**config.mk**
```make
export PLATFORM = sky130hd
export DESIGN_NAME = door_lock_ctrl
export DESIGN_NICKNAME = d
export VERILOG_FILES = /design/src/rtl/door_lock_ctrl.sv
export SDC_FILE = /design/constraint.sdc
export NUM_CORES = 1
export LEC_CHECK = 0
export ABC_CLOCK_PERIOD_IN_PS = 4100
export CORE_UTILIZATION = 30
export CTS_BUF_LIST = sky130_fd_sc_hd__clkbuf_2
export CTS_CLUSTER_DIAMETER = 30
export DETAILED_ROUTE_END_ITERATION = 6
export PLACE_DENSITY = 0.46
export SLEW_MARGIN = 10
export SYNTH_ARGS = -nofsm -noshare
export SYNTH_HDL_FRONTEND = slang
export SYNTH_SLANG_ARGS = --single-unit
```
**constraint.sdc**
```tcl
create_clock -name clk -period 4.1 [get_ports clk]
set_clock_uncertainty 0.1 [all_clocks]
set_input_delay 0.615 -clock clk [delete_from_list [all_inputs] [get_ports clk]]
set_output_delay 0.615 -clock clk [all_outputs]
set_load 0.03 [all_outputs]
```
**src/rtl/door_lock_ctrl.sv**
```systemverilog
// Smart-lock bolt controller: conditions two asynchronous level commands into
// single-cycle pulses and sequences the bolt actuator through timed moves.

module door_lock_edge (
  input  logic clk,
  input  logic rst,
  input  logic d,
  output logic pulse
);
  logic s1_q, s2_q, s3_q;

  // s1/s2 resolve metastability; s3 is history for rising-edge detection
  always_ff @(posedge clk or posedge rst) begin
    if (rst) begin
      s1_q <= 1'b0;
      s2_q <= 1'b0;
      s3_q <= 1'b0;
    end else begin
      s1_q <= d;
      s2_q <= s1_q;
      s3_q <= s2_q;
    end
  end

  assign pulse = s2_q & ~s3_q;
endmodule

// state      | meaning
// UNLOCKED   | bolt retracted, idle; lock pulse or relock timeout starts LOCKING
// LOCKING    | motor_lock driven for ACT_CYCLES cycles
// LOCKED     | bolt thrown, idle; unlock pulse starts UNLOCKING
// UNLOCKING  | motor_unlock driven for ACT_CYCLES cycles, bolt still reported thrown
module door_lock_ctrl #(
  parameter int ACT_CYCLES         = 4,
  parameter int AUTO_RELOCK_CYCLES = 0
) (
  input  logic clk,
  input  logic rst,
  input  logic lock,
  input  logic unlock,
  output logic doorLocked,
  output logic motor_lock,
  output logic motor_unlock,
  output logic busy
);
  localparam int MAX_CNT = (ACT_CYCLES > AUTO_RELOCK_CYCLES) ? ACT_CYCLES : AUTO_RELOCK_CYCLES;
  localparam int CW      = $clog2(MAX_CNT + 1);
  localparam bit AUTO_EN = (AUTO_RELOCK_CYCLES > 0);
  localparam logic [CW-1:0] ACT_LOAD  = CW'(ACT_CYCLES - 1);
  localparam logic [CW-1:0] RELOCK_TC = AUTO_EN ? CW'(AUTO_RELOCK_CYCLES - 1) : '0;

  typedef enum logic [1:0] {
    ST_UNLOCKED  = 2'd0,
    ST_LOCKING   = 2'd1,
    ST_LOCKED    = 2'd2,
    ST_UNLOCKING = 2'd3
  } state_e;

  state_e          state_q, state_d;
  logic [CW-1:0]   act_cnt_q, act_cnt_d;
  logic [CW-1:0]   relock_cnt_q, relock_cnt_d;
  logic            lock_pulse, unlock_pulse;

  door_lock_edge u_lock_edge (
    .clk   (clk),
    .rst   (rst),
    .d     (lock),
    .pulse (lock_pulse)
  );

  door_lock_edge u_unlock_edge (
    .clk   (clk),
    .rst   (rst),
    .d     (unlock),
    .pulse (unlock_pulse)
  );

  always_ff @(posedge clk or posedge rst) begin
    if (rst) begin
      state_q      <= ST_UNLOCKED;
      act_cnt_q    <= '0;
      relock_cnt_q <= '0;
    end else begin
      state_q      <= state_d;
      act_cnt_q    <= act_cnt_d;
      relock_cnt_q <= relock_cnt_d;
    end
  end

  // Relock count defaults to zero so it is already cleared on entry to UNLOCKED
  always_comb begin
    state_d      = state_q;
    act_cnt_d    = act_cnt_q;
    relock_cnt_d = '0;
    unique case (state_q)
      ST_UNLOCKED: begin
        if (lock_pulse) begin
          state_d   = ST_LOCKING;
          act_cnt_d = ACT_LOAD;
        end else if (unlock_pulse) begin
          relock_cnt_d = '0;
        end else if (AUTO_EN && (relock_cnt_q == RELOCK_TC)) begin
          state_d   = ST_LOCKING;
          act_cnt_d = ACT_LOAD;
        end else if (AUTO_EN) begin
          relock_cnt_d = relock_cnt_q + 1'b1;
        end
      end
      ST_LOCKING: begin
        if (act_cnt_q == '0) state_d = ST_LOCKED;
        else act_cnt_d = act_cnt_q - 1'b1;
      end
      ST_LOCKED: begin
        // Conflicting simultaneous commands leave the bolt thrown
        if (unlock_pulse && !lock_pulse) begin
          state_d   = ST_UNLOCKING;
          act_cnt_d = ACT_LOAD;
        end
      end
      ST_UNLOCKING: begin
        if (act_cnt_q == '0) state_d = ST_UNLOCKED;
        else act_cnt_d = act_cnt_q - 1'b1;
      end
    endcase
  end

  always_comb begin
    doorLocked   = (state_q == ST_LOCKED) || (state_q == ST_UNLOCKING);
    motor_lock   = (state_q == ST_LOCKING);
    motor_unlock = (state_q == ST_UNLOCKING);
    busy         = (state_q == ST_LOCKING) || (state_q == ST_UNLOCKING);
  end

  a_motor_excl: assert property (@(posedge clk) disable iff (rst) !(motor_lock && motor_unlock));
endmodule

```
======== After elaboration in Yosys (flattened, before gate mapping) ========
Cells that the tools add are included.
word-level totals
  register bits ........................... 11
  output and inout bits ................... 4
  word-level logic and storage cells ...... 39
cells by class
  add/sub/neg operators ................... 1
  equal/unequal tests ..................... 8
  multiplexer cells ....................... 9
  bitwise operators ....................... 4
  reductions and logical operators ........ 9
operator list
  cell                   count
  $mux W3                3
  $pmux W3 S3            1
  $mux W2                4
  $pmux W2 S4            1
  $ne A2 B2 Y1 const B   3
  $eq A2 B2 Y1 const B   2
  $ne A2 B1 Y1 const B   2
  $reduce_and A4 Y1      1
  $logic_not A3 Y1       1
  $reduce_and A3 Y1      1
  $sub A3 B1 Y3 const B  1
  $and A1 B1 Y1          2
  $eq A2 B1 Y1 const B   1
  $logic_not A2 Y1       1
  $logic_or A1 B1 Y1     2
  $not A1 Y1             2
  $reduce_or A2 Y1       1
  $logic_and A1 B1 Y1    1
  $logic_not A1 Y1       1

======== Logic depth before layout (Yosys ltp) ========
  depth in word-level cells ............... 6
  mapped depth ............................ 6

======== By module ========
From an unflattened synthesis, not the netlist that was laid out.
unflattened totals
  cells, all modules ...................... 50
  area total of the unflattened synthesis .. 623.1 um^2
modules (own cells, without submodules)
  module          instances  cells an instance  area an instance (um^2)  sequential area each (um^2)
  door_lock_ctrl  1          40                 437.9                    125.1
  door_lock_edge  2          5                  92.6                     75.1

======== Worst setup path after synthesis ========
No wires, ideal clock.
  kind .................................... reg2reg
  from .................................... register state_q[0]
  to ...................................... register act_cnt_q[0]
  setup time .............................. 0.125 ns
  arrival time ............................ 1.671 ns
  required time ........................... 3.875 ns
  setup slack ............................. 2.204 ns
  cell stages (with the launch flop) ...... 6
  clock period less this slack ............ 1.896 ns
  cell sequence ........................... dfrtp_1 -> ha_1 -> nor2_4 -> inv_2 -> a221o_2 -> mux2_4
on the way
  cells in the longest elaborated chain, start to end .. 4
  elaborated cells on any way between the ends .. 10
  those cells by class .................... eq/ne (6); mux (1); reduce/logical (3)
ends and longest elaborated chain
  item                                   RTL line  source
  from (decl)                            59        state_e state_q, state_d;
  from (signal assigned)                 84        state_q <= state_d;
  $eq A2 B2 Y1 (*)                       n/a
  named net motor_unlock                 43        output logic motor_unlock,
  $reduce_or A2 Y1 (no source line) (*)  n/a
  $ne A2 B2 Y1 (no source line)          n/a
  $reduce_and A3 Y1 (no source line)     n/a
  to (signal assigned)                   85        act_cnt_q <= act_cnt_d;
  to (decl)                              60        logic [CW-1:0] act_cnt_q, act_cnt_d;
Mark *: on every way through the listed nets, which the timed path passes. The rest lies on a longest branch.
A chain may end at the register's enable or synchronous reset.

======== Final worst setup path ========
  from .................................... register state_q[0]
  to ...................................... output doorLocked
on the way
  cells in the longest elaborated chain, start to end .. 2
  elaborated cells on any way between the ends .. 3
  those cells by class .................... eq/ne (2); reduce/logical (1)
ends and longest elaborated chain
  item                    RTL line  source
  $eq A2 B2 Y1            128       doorLocked = (state_q == ST_LOCKED) || (state_q == ST_UNLOCKING);
  $logic_or A1 B1 Y1 (*)  128
  to (decl)               41        output logic doorLocked,
Mark *: on every way between the ends. The rest lies on a longest branch, timed or not.

==> impl_metrics.env <==
export IMPL_outcome="finished, final reports clean"
export IMPL_gp_congestion=0.698
export IMPL_hold_class="flop to flop"
export IMPL_cp_cell_sequence="inv_1 > ha_1 > or2_2 > clkdlybuf4s50_1"
export IMPL_yosysTopAreaCell="dfrtp_1"
export IMPL_regArea_um2=275
export IMPL_max_cap_viol_count=0
export IMPL_core_mm2=0.00175
export IMPL_r2r_start="state_q[0]"
export IMPL_setup_ws_ps=1490
export IMPL_fmax_mhz=384
export IMPL_gr_usage_met3=0.0238
export IMPL_critPathArrivalTime_ps=1890
export IMPL_hold_ws_ps=269
export IMPL_pwr_share_seq=0.285
export IMPL_n_fill_cell=184
export IMPL_p_leak_nw=0.339
export IMPL_post_cts_resized=0
export IMPL_cts_sinks=11
export IMPL_dieArea_mm2=0.00207
export IMPL_synth_area_per_cell_um2=12.6
export IMPL_use_met1=0.142
export IMPL_clkTransAtPathRegs_ps=120
export IMPL_synth_fp_nets=56
export IMPL_p_total_w=0.000533
export IMPL_critPathMaxFanout=4
export IMPL_utilization=0.395
export IMPL_syn_inst=45
export IMPL_p_switching_w=0.000230
export IMPL_worst_path_buf_inv=2
export IMPL_crit_path_end_kind="output pin"
export IMPL_synth_area_leaders="dfrtp_1 48%, ha_1 15%, inv_1 4.6%"
export IMPL_crit_family="buffers and inverters"
export IMPL_final_common_cell="dfrtp_1"
export IMPL_io_buffers=7
export IMPL_p_comb_frac=0.594
export IMPL_cpMaxStageDelayCell="clkdlybuf4s50_1"
export IMPL_min_period_ps=2610
export IMPL_grt_pass1_vias=367
export IMPL_clk_path_buf_depth=2
export IMPL_final_cell_mix="11 x dfrtp_1, 7 x inv_1, 7 x ha_1, 7 x clkdlybuf4s50_1, 4 x clkbuf_2"
export IMPL_clkPwrFrac=0.121
export IMPL_cts_buffers=3
export IMPL_clk_latency_ps=260
export IMPL_drc=0
export IMPL_via_per_inst=4.23
export IMPL_antenna_found_initial=0
export IMPL_relSlewSlack=0.708
export IMPL_postCtsSetupRepairBufs=0
export IMPL_powerDensity_mw_per_mm2=773
export IMPL_die_h_um=45.5
export IMPL_crit_type="flop to output pin"
export IMPL_drt_pass1_iter_count=4
export IMPL_synth_top_area_share=0.485
export IMPL_top_usage_layer="met2"
export IMPL_cts_htree_levels=1
export IMPL_diodes=0
export IMPL_finalSetupViolCount=0
export IMPL_die_w_um=45.5
export IMPL_grt_max_degree=12
export IMPL_grt_use_met2=0.169
export IMPL_tightest_slew_ps=437
export IMPL_synth_seq_area_share=0.485
export IMPL_rsz0062_at_grt="no"
export IMPL_report_final_slew_viol_count=0
export IMPL_grtUsageTotal=0.114
export IMPL_route_antenna_remaining_nets=0
export IMPL_grt_overflow_total=0
export IMPL_worstHoldStart="u_lock_edge.s1_q"
export IMPL_ys_warn_count=0
export IMPL_finalHoldViolCount=0
export IMPL_rr_endpoint="state_q[1]"
export IMPL_irDropWorstVdd_mv=0.289
export IMPL_yosysUniqueCellTypes=21
export IMPL_routed_via_count=343
export IMPL_r2r_slack_ps=2310
export IMPL_drt_initial_drc_count=3
export IMPL_holdPathStages=0
export IMPL_syn_area_um2=568
export IMPL_areaGrowthSynthToFinish_pct=21.4
export IMPL_ys_ff_latch=11
export IMPL_holdPathEnd="u_lock_edge.s2_q"
export IMPL_tns_ps=0
export IMPL_path_depth=4
export IMPL_wl_per_cell_um=11.3
export IMPL_cts_tree="built"
export IMPL_final_nets=68
export IMPL_switching_share=0.432
export IMPL_layout_drive_gt1_share=0.232
export IMPL_p_int_w=0.000302
export IMPL_rr_worst_depth=6
export IMPL_num_rows=15
export IMPL_start_kind="flop"
export IMPL_post_route_period_util=0.636
export IMPL_wl_um=912
export IMPL_grt_pass1_wl_um=1590
export IMPL_holdBufCountCts=0
export IMPL_critPathMaxStageDelay_ps=590
export IMPL_multi_input_area_um2=263
export IMPL_io_pins=8
export IMPL_cts_root_buf="clkbuf_2"
export IMPL_dp_slack_ps=1780
export IMPL_dpl_hpwl_um=709
export IMPL_cp_required_ps=3380
export IMPL_initial_utilization=0.325
[Yosys cell counts]
master,count
a22o_1,1
nor2_4,1
a211o_2,1
inv_1,7
nor2_1,3
nand2b_4,1
a211oi_2,1
inv_2,1
nand2_1,1
or2_2,1
mux2i_1,1
a31oi_4,1
nor2b_1,1
mux2_4,1
nor4b_1,1
a32oi_1,1
dfrtp_1,11
ha_1,7
a21oi_1,1
mux2_1,1
a221o_2,1
[layout make-up]
cell class,count,share of cell area
flip-flops and latches,11,0.399
repair buffers,7,0.102
well taps,25,0.0454
clock buffers,4,0.0290
multi-input cells,26,0.381
inverters,8,0.0436
[registers in the layout, indices dropped and copies added, names as in the netlist]
| register | cells |
|---|---|
| u_unlock_edge.s3_q | 1 |
| act_cnt_q | 3 |
| u_lock_edge.s2_q | 1 |
| u_unlock_edge.s2_q | 1 |
| u_lock_edge.s3_q | 1 |
| state_q | 2 |
| u_unlock_edge.s1_q | 1 |
| u_lock_edge.s1_q | 1 |
[worst max path at each step]
stage               start           end  slack [ps]
6_report       state_q[0]    doorLocked        1490
5_1_grt        state_q[0]    doorLocked        1380
4_1_cts        state_q[0]    doorLocked        1450
3_5_place_dp   state_q[0]    doorLocked        1780
3_3_place_gp   state_q[0]    doorLocked        1850
2_1_floorplan  state_q[0]  act_cnt_q[0]        2200
[metrics by stage]
| step | cell area (um2) | cells |
|---|---|---|
| global route | 689 | 81 |
| CTS | 689 | 81 |
| global placement | 669 | 77 |
| finish | 689 | 81 |
| floorplan | 568 | 45 |
| detailed placement | 669 | 77 |
[cells by family after synthesis]
logic type,after synthesis,synth area share
muxes,3,0.0639
buffers and inverters,8,0.0529
adders and majority gates,7,0.154
DFF,11,0.485
and+or+nand+nor,9,0.108
AOI/OAI and AO/OA,7,0.137
[power groups by stage]
stage               registers (W)  clock network, W  logic (W)
floorplan                0.000149                 0   0.000239
global placement         0.000152                 0   0.000311
detailed placement       0.000154                 0   0.000321
CTS                      0.000152         0.0000673   0.000322
global route             0.000156         0.0000732   0.000342
finish                   0.000152         0.0000647   0.000317
[layer usage]
metal	share of wire	wire (um)
met4	0	0
met5	0	0
met3	0.037	34
met2	0.49	451
met1	0.47	426
(Power assumes the default switching activity.)
==> RTL change 1: new RTL, config.mk and constraints unchanged <==
The parameter `ACT_CYCLES` goes from 4 to 2.
--- a/src/rtl/door_lock_ctrl.sv
+++ b/src/rtl/door_lock_ctrl.sv
@@ -33,3 +33,3 @@
 module door_lock_ctrl #(
-  parameter int ACT_CYCLES         = 4,
+  parameter int ACT_CYCLES         = 2,
   parameter int AUTO_RELOCK_CYCLES = 0
Behaviour: not the same (Yosys sat finds a counterexample within 10 cycles, from zero or initial values and one cycle with rst high).
==> RTL change 1 against the original RTL <==
Synthesized area is 12% lower; hold slack worse by 0.0054 ns; die area is 11% lower; critical path depth stayed put; register-to-register slack better by 0.26 ns; design area is 12% lower; sequential cell count is 1 lower; worst setup slack better by 0.062 ns; routed wire length is 21% lower; highest routed layer unchanged; synthesized cell count is 13% lower; critical path type unchanged; total power is 8.5% lower.
==> RTL change 1: results (changes against the original RTL) <==
<table>
<tr><th>Metric</th><th>Value</th></tr>
<tr><th colspan="2">Run status</th></tr>
<tr><td>Run status</td><td>finished, final reports clean (unchanged)</td></tr>
<tr><th colspan="2">Place</th></tr>
<tr><td>Worst slack, placed</td><td>1.83 ns (was 1.78 ns)</td></tr>
<tr><td>Routability-driven placement congestion ratio</td><td>0.622 (was 0.698)</td></tr>
<tr><td>DP HPWL</td><td>594 um (was 709 um)</td></tr>
<tr><th colspan="2">Power</th></tr>
<tr><td>Worst supply voltage drop on vdd</td><td>0.253 mV (was 0.289 mV)</td></tr>
<tr><td>Leakage power summed over all cells</td><td>0.293 nW (was 0.339 nW)</td></tr>
<tr><th colspan="2">Detailed routing</th></tr>
<tr><td>First-iteration detailed-routing DRC count</td><td>1 (was 3)</td></tr>
<tr><td>Routed vias/inst</td><td>4.55 (was 4.23)</td></tr>
<tr><td>Total detailed-routing wirelength</td><td>724 um (was 912 um)</td></tr>
<tr><th colspan="2">Global routing</th></tr>
<tr><td>Met1 track demand over resource in global routing</td><td>0.122 (was 0.142)</td></tr>
<tr><td>Largest net degree at the start of global routing</td><td>11 (was 12)</td></tr>
<tr><td>Overall track demand over capacity in global routing</td><td>0.105 (was 0.114)</td></tr>
<tr><th colspan="2">Logic synthesis</th></tr>
<tr><td>Number of nets in the synthesized netlist</td><td>49 (was 56)</td></tr>
<tr><td>Fraction of the mapped netlist area in adder cells</td><td>0.150 (was 0.154)</td></tr>
<tr><td>Number of distinct library cells after synthesis</td><td>18 (was 21)</td></tr>
<tr><th colspan="2">Clock network</th></tr>
<tr><td>Clock-pin slew on the worst setup and hold paths</td><td>0.10 ns (was 0.12 ns)</td></tr>
<tr><th colspan="2">Cells and area</th></tr>
<tr><td>Fill cell count</td><td>150 (was 184)</td></tr>
<tr><td>Largest registers</td><td>act_cnt_q: 2 flops, state_q: 2 flops (was act_cnt_q: 3 flops, state_q: 2 flops)</td></tr>
<tr><td>Final Net Count</td><td>61 (was 68)</td></tr>
<tr><th colspan="2">STA</th></tr>
<tr><td>Transition time at the pin with the least slew margin</td><td>0.357 ns (was 0.437 ns)</td></tr>
</table>
## RTL change 1: final cells by class
cell class / instances / area, um2 / share of cell area
Clock buffer: 3 / 15.0 / 0.0246
Clock inverter: 1 / 3.75 / 0.00616
Inverter: 6 / 22.5 / 0.0370
Multi-Input combinational cell: 23 / 228 / 0.374
Sequential cell: 10 / 250 / 0.411
Tap cell: 16 / 20.0 / 0.0329
Timing Repair Buffer: 7 / 70.1 / 0.115
## RTL change 1: per-stage QoR
stage | cells | utilization | hold WS, ns
floorplan | 39 | - | 0.231
global placement | 62 | 0.388 | 0.233
detailed placement | 62 | 0.388 | 0.247
CTS | 66 | 0.400 | 0.270
global route | 66 | 0.400 | 0.286
finish | 66 | 0.400 | 0.263
## RTL change 1: how the worst max path moves through the flow
stage / to / from / slack (ns)
after CTS: doorLocked / state_q[0] / 1.52
after floorplan: busy / state_q[1] / 2.22
after detailed placement: doorLocked / state_q[0] / 1.83
final: doorLocked / state_q[0] / 1.56
after global placement: doorLocked / state_q[0] / 1.85
after global routing: doorLocked / state_q[0] / 1.44
## RTL change 1: cells by family after synthesis
group | after synthesis
buffers and inverters | 6
AOI/OAI and AO/OA | 4
muxes | 2
adders and majority gates | 6
DFF | 10
and+or+nand+nor | 11
## RTL change 1: per-layer routing
metal  up-vias  share of wire  routed length (um)
met1       144           0.41                 299
met4         0              0                   0
li1        149              -                   -
met3         0          0.062                  45
met2         7           0.52                 379
met5         -              0                   0
## RTL change 1: worst max-delay path: cells and delay by family (launching register included)
kind,cells,cell delay (ns)
and+or+nand+nor,1,0.12
DFF,1,0.42
buffers and inverters,2,0.79
adders and majority gates,1,0.25
## RTL change 1: power by group through the flow
stage / Clock (W) / Sequential (W) / Combinational (W)
finish: 0.0000529 / 0.000134 / 0.000301
global route: 0.0000633 / 0.000137 / 0.000327
CTS: 0.0000573 / 0.000135 / 0.000305
detailed placement: 0 / 0.000136 / 0.000302
global placement: 0 / 0.000135 / 0.000294
floorplan: 0 / 0.000132 / 0.000227
==> RTL change 2: new RTL, same flow settings <==
Made on the original files. Put a register stage on the output `motor_unlock`, cleared by the reset. The value now appears one clock later. The other outputs are not delayed to match. Comments in the files are not updated.
--- a/src/rtl/door_lock_ctrl.sv
+++ b/src/rtl/door_lock_ctrl.sv
@@ -57,2 +57,4 @@
   } state_e;
+
+  logic motor_unlock_d;
 
@@ -129,3 +131,3 @@
     motor_lock   = (state_q == ST_LOCKING);
-    motor_unlock = (state_q == ST_UNLOCKING);
+    motor_unlock_d = (state_q == ST_UNLOCKING);
     busy         = (state_q == ST_LOCKING) || (state_q == ST_UNLOCKING);
@@ -133,3 +135,11 @@
 
-  a_motor_excl: assert property (@(posedge clk) disable iff (rst) !(motor_lock && motor_unlock));
+  a_motor_excl: assert property (@(posedge clk) disable iff (rst) !(motor_lock && motor_unlock_d));
+  always_ff @(posedge clk or posedge rst) begin
+    if (rst) begin
+      motor_unlock <= '0;
+    end else begin
+      motor_unlock <= motor_unlock_d;
+    end
+  end
+
 endmodule
Formal check against the unedited RTL: not equivalent (Yosys sat finds a counterexample within 10 cycles, from zero or initial values and one cycle with rst high).
==> RTL change 2 against the original RTL <==
Total power up 2.2%; synthesized cell count up 2.2%; design area up 3.4%; cell count up 1.2%; routed wire length down 3.2%; utilization up 0.50 points; non-clock buffer count unchanged; maximum frequency up 0.32%; sequential share of layout area up 2.2 points; sequential cell count up 1; worst setup slack better by 0.0083 ns; synthesized area up 4.4%; critical path type unchanged; largest power group unchanged.
==> RTL change 2: results (changes against the original RTL) <==
<table>
<tr><th>Metric</th><th>Value</th></tr>
<tr><th colspan="2">Cells and area</th></tr>
<tr><td>Fraction of final layout cells sized beyond drive strength 1</td><td>0.211 (was 0.232)</td></tr>
<tr><td>Layout overhead on the synthesized area</td><td>20.3% (was 21.4%)</td></tr>
<tr><td>Fill cell count</td><td>175 (was 184)</td></tr>
<tr><th colspan="2">Logic synthesis</th></tr>
<tr><td>Instance count of the mapped netlist</td><td>46 (was 45)</td></tr>
<tr><td>Number of nets in the synthesized netlist</td><td>57 (was 56)</td></tr>
<tr><td>Share of synthesized area occupied by flip-flops and latches</td><td>0.506 (was 0.485)</td></tr>
<tr><td>Area contributors post-synth</td><td>sky130_fd_sc_hd__dfrtp_1 51%, sky130_fd_sc_hd__ha_1 15%, sky130_fd_sc_hd__inv_1 4.4% (was sky130_fd_sc_hd__dfrtp_1 48%, sky130_fd_sc_hd__ha_1 15%, sky130_fd_sc_hd__inv_1 4.6%)</td></tr>
<tr><td>Top post-synthesis cells by count</td><td>12 x sky130_fd_sc_hd__dfrtp_1, 7 x sky130_fd_sc_hd__ha_1, 7 x sky130_fd_sc_hd__inv_1, 3 x sky130_fd_sc_hd__nor2_1 (was 11 x sky130_fd_sc_hd__dfrtp_1, 7 x sky130_fd_sc_hd__ha_1, 7 x sky130_fd_sc_hd__inv_1, 3 x sky130_fd_sc_hd__nor2_1)</td></tr>
<tr><th colspan="2">Detailed routing</th></tr>
<tr><td>Total detailed-routing wirelength</td><td>883 um (was 912 um)</td></tr>
<tr><td>First-iteration detailed-routing DRC count</td><td>2 (was 3)</td></tr>
<tr><th colspan="2">STA</th></tr>
<tr><td>Smallest hold slack</td><td>0.272 ns (was 0.269 ns)</td></tr>
<tr><td>Worst slew margin relative to its limit</td><td>0.690 (was 0.708)</td></tr>
<tr><th colspan="2">Place</th></tr>
<tr><td>Placed Cells incl. Taps</td><td>78 (was 77)</td></tr>
<tr><td>Routability-driven placement congestion ratio</td><td>0.795 (was 0.698)</td></tr>
<tr><td>Worst slack, placed</td><td>1.82 ns (was 1.78 ns)</td></tr>
<tr><td>DP HPWL</td><td>705 um (was 709 um)</td></tr>
<tr><th colspan="2">Global routing</th></tr>
<tr><td>Largest net degree at the start of global routing</td><td>13 (was 12)</td></tr>
<tr><td>Overall track demand over capacity in global routing</td><td>0.0939 (was 0.114)</td></tr>
<tr><td>First-pass GRT wire length</td><td>1350 um (was 1590 um)</td></tr>
<tr><td>Via count of the first global-routing pass</td><td>357 (was 367)</td></tr>
<tr><th colspan="2">Min path</th></tr>
<tr><td>Worst Hold End</td><td>u_unlock_edge.s2_q (was u_lock_edge.s2_q)</td></tr>
<tr><td>Startpoint of the most critical hold path</td><td>u_unlock_edge.s1_q (was u_lock_edge.s1_q)</td></tr>
<tr><th colspan="2">Power</th></tr>
<tr><td>Leakage power summed over all cells</td><td>0.349 nW (was 0.339 nW)</td></tr>
<tr><td>Switching Fraction</td><td>0.426 (was 0.432)</td></tr>
<tr><th colspan="2">Run status</th></tr>
<tr><td>Run status</td><td>finished, final reports clean (unchanged)</td></tr>
</table>
[RTL change 2: final cells by class]
class / instances / share of cell area
Sequential cell: 12 / 0.421
Inverter: 8 / 0.0421
Clock buffer: 3 / 0.0211
Tap cell: 25 / 0.0439
Multi-Input combinational cell: 26 / 0.368
Clock inverter: 1 / 0.00526
Timing Repair Buffer: 7 / 0.0982
[RTL change 2: kinds of logic (layout without fill, tap and decap cells)]
family,count (synthesis),after routing,synth area share
buffers and inverters,8,19,0.0506
AO/OA/AOI/OAI,7,7,0.131
multiplexers,3,3,0.0612
adder cells (fa/ha/maj),7,7,0.148
flip-flops,12,12,0.506
AND/OR/NAND/NOR,9,9,0.103
[RTL change 2: worst max-delay path: cells and delay by family (launching register included)]
family        cells  cell delay [ns]
buf+inv           2             0.70
flops             1             0.43
simple gates      1             0.27
fa+ha+maj         1             0.23
[RTL change 2: worst max path at each step]
stage / startpoint / to / slack [ns] / depth (start not counted)
floorplan: state_q[1] / act_cnt_q[0] / 2.22 / 6
global placement: state_q[0] / doorLocked / 1.85 / 4
detailed placement: state_q[0] / doorLocked / 1.82 / 4
CTS: state_q[0] / doorLocked / 1.49 / 4
global route: state_q[0] / doorLocked / 1.41 / 4
finish: state_q[0] / doorLocked / 1.50 / 4
[RTL change 2: metal layers]
metal | track usage | share of wire
met5 | 0 | 0
met4 | 0.0706 | 0.010
met3 | 0.0235 | 0.034
met2 | 0.158 | 0.53
met1 | 0.0988 | 0.42
[RTL change 2: power groups by stage]
stage	sequential, W	clock [W]	combinational, W
3_5_place_dp	0.000170	0	0.000321
2_1_floorplan	0.000175	0	0.000227
6_report	0.000168	0.0000600	0.000317
3_3_place_gp	0.000168	0	0.000310
5_1_grt	0.000171	0.0000678	0.000341
4_1_cts	0.000167	0.0000638	0.000322
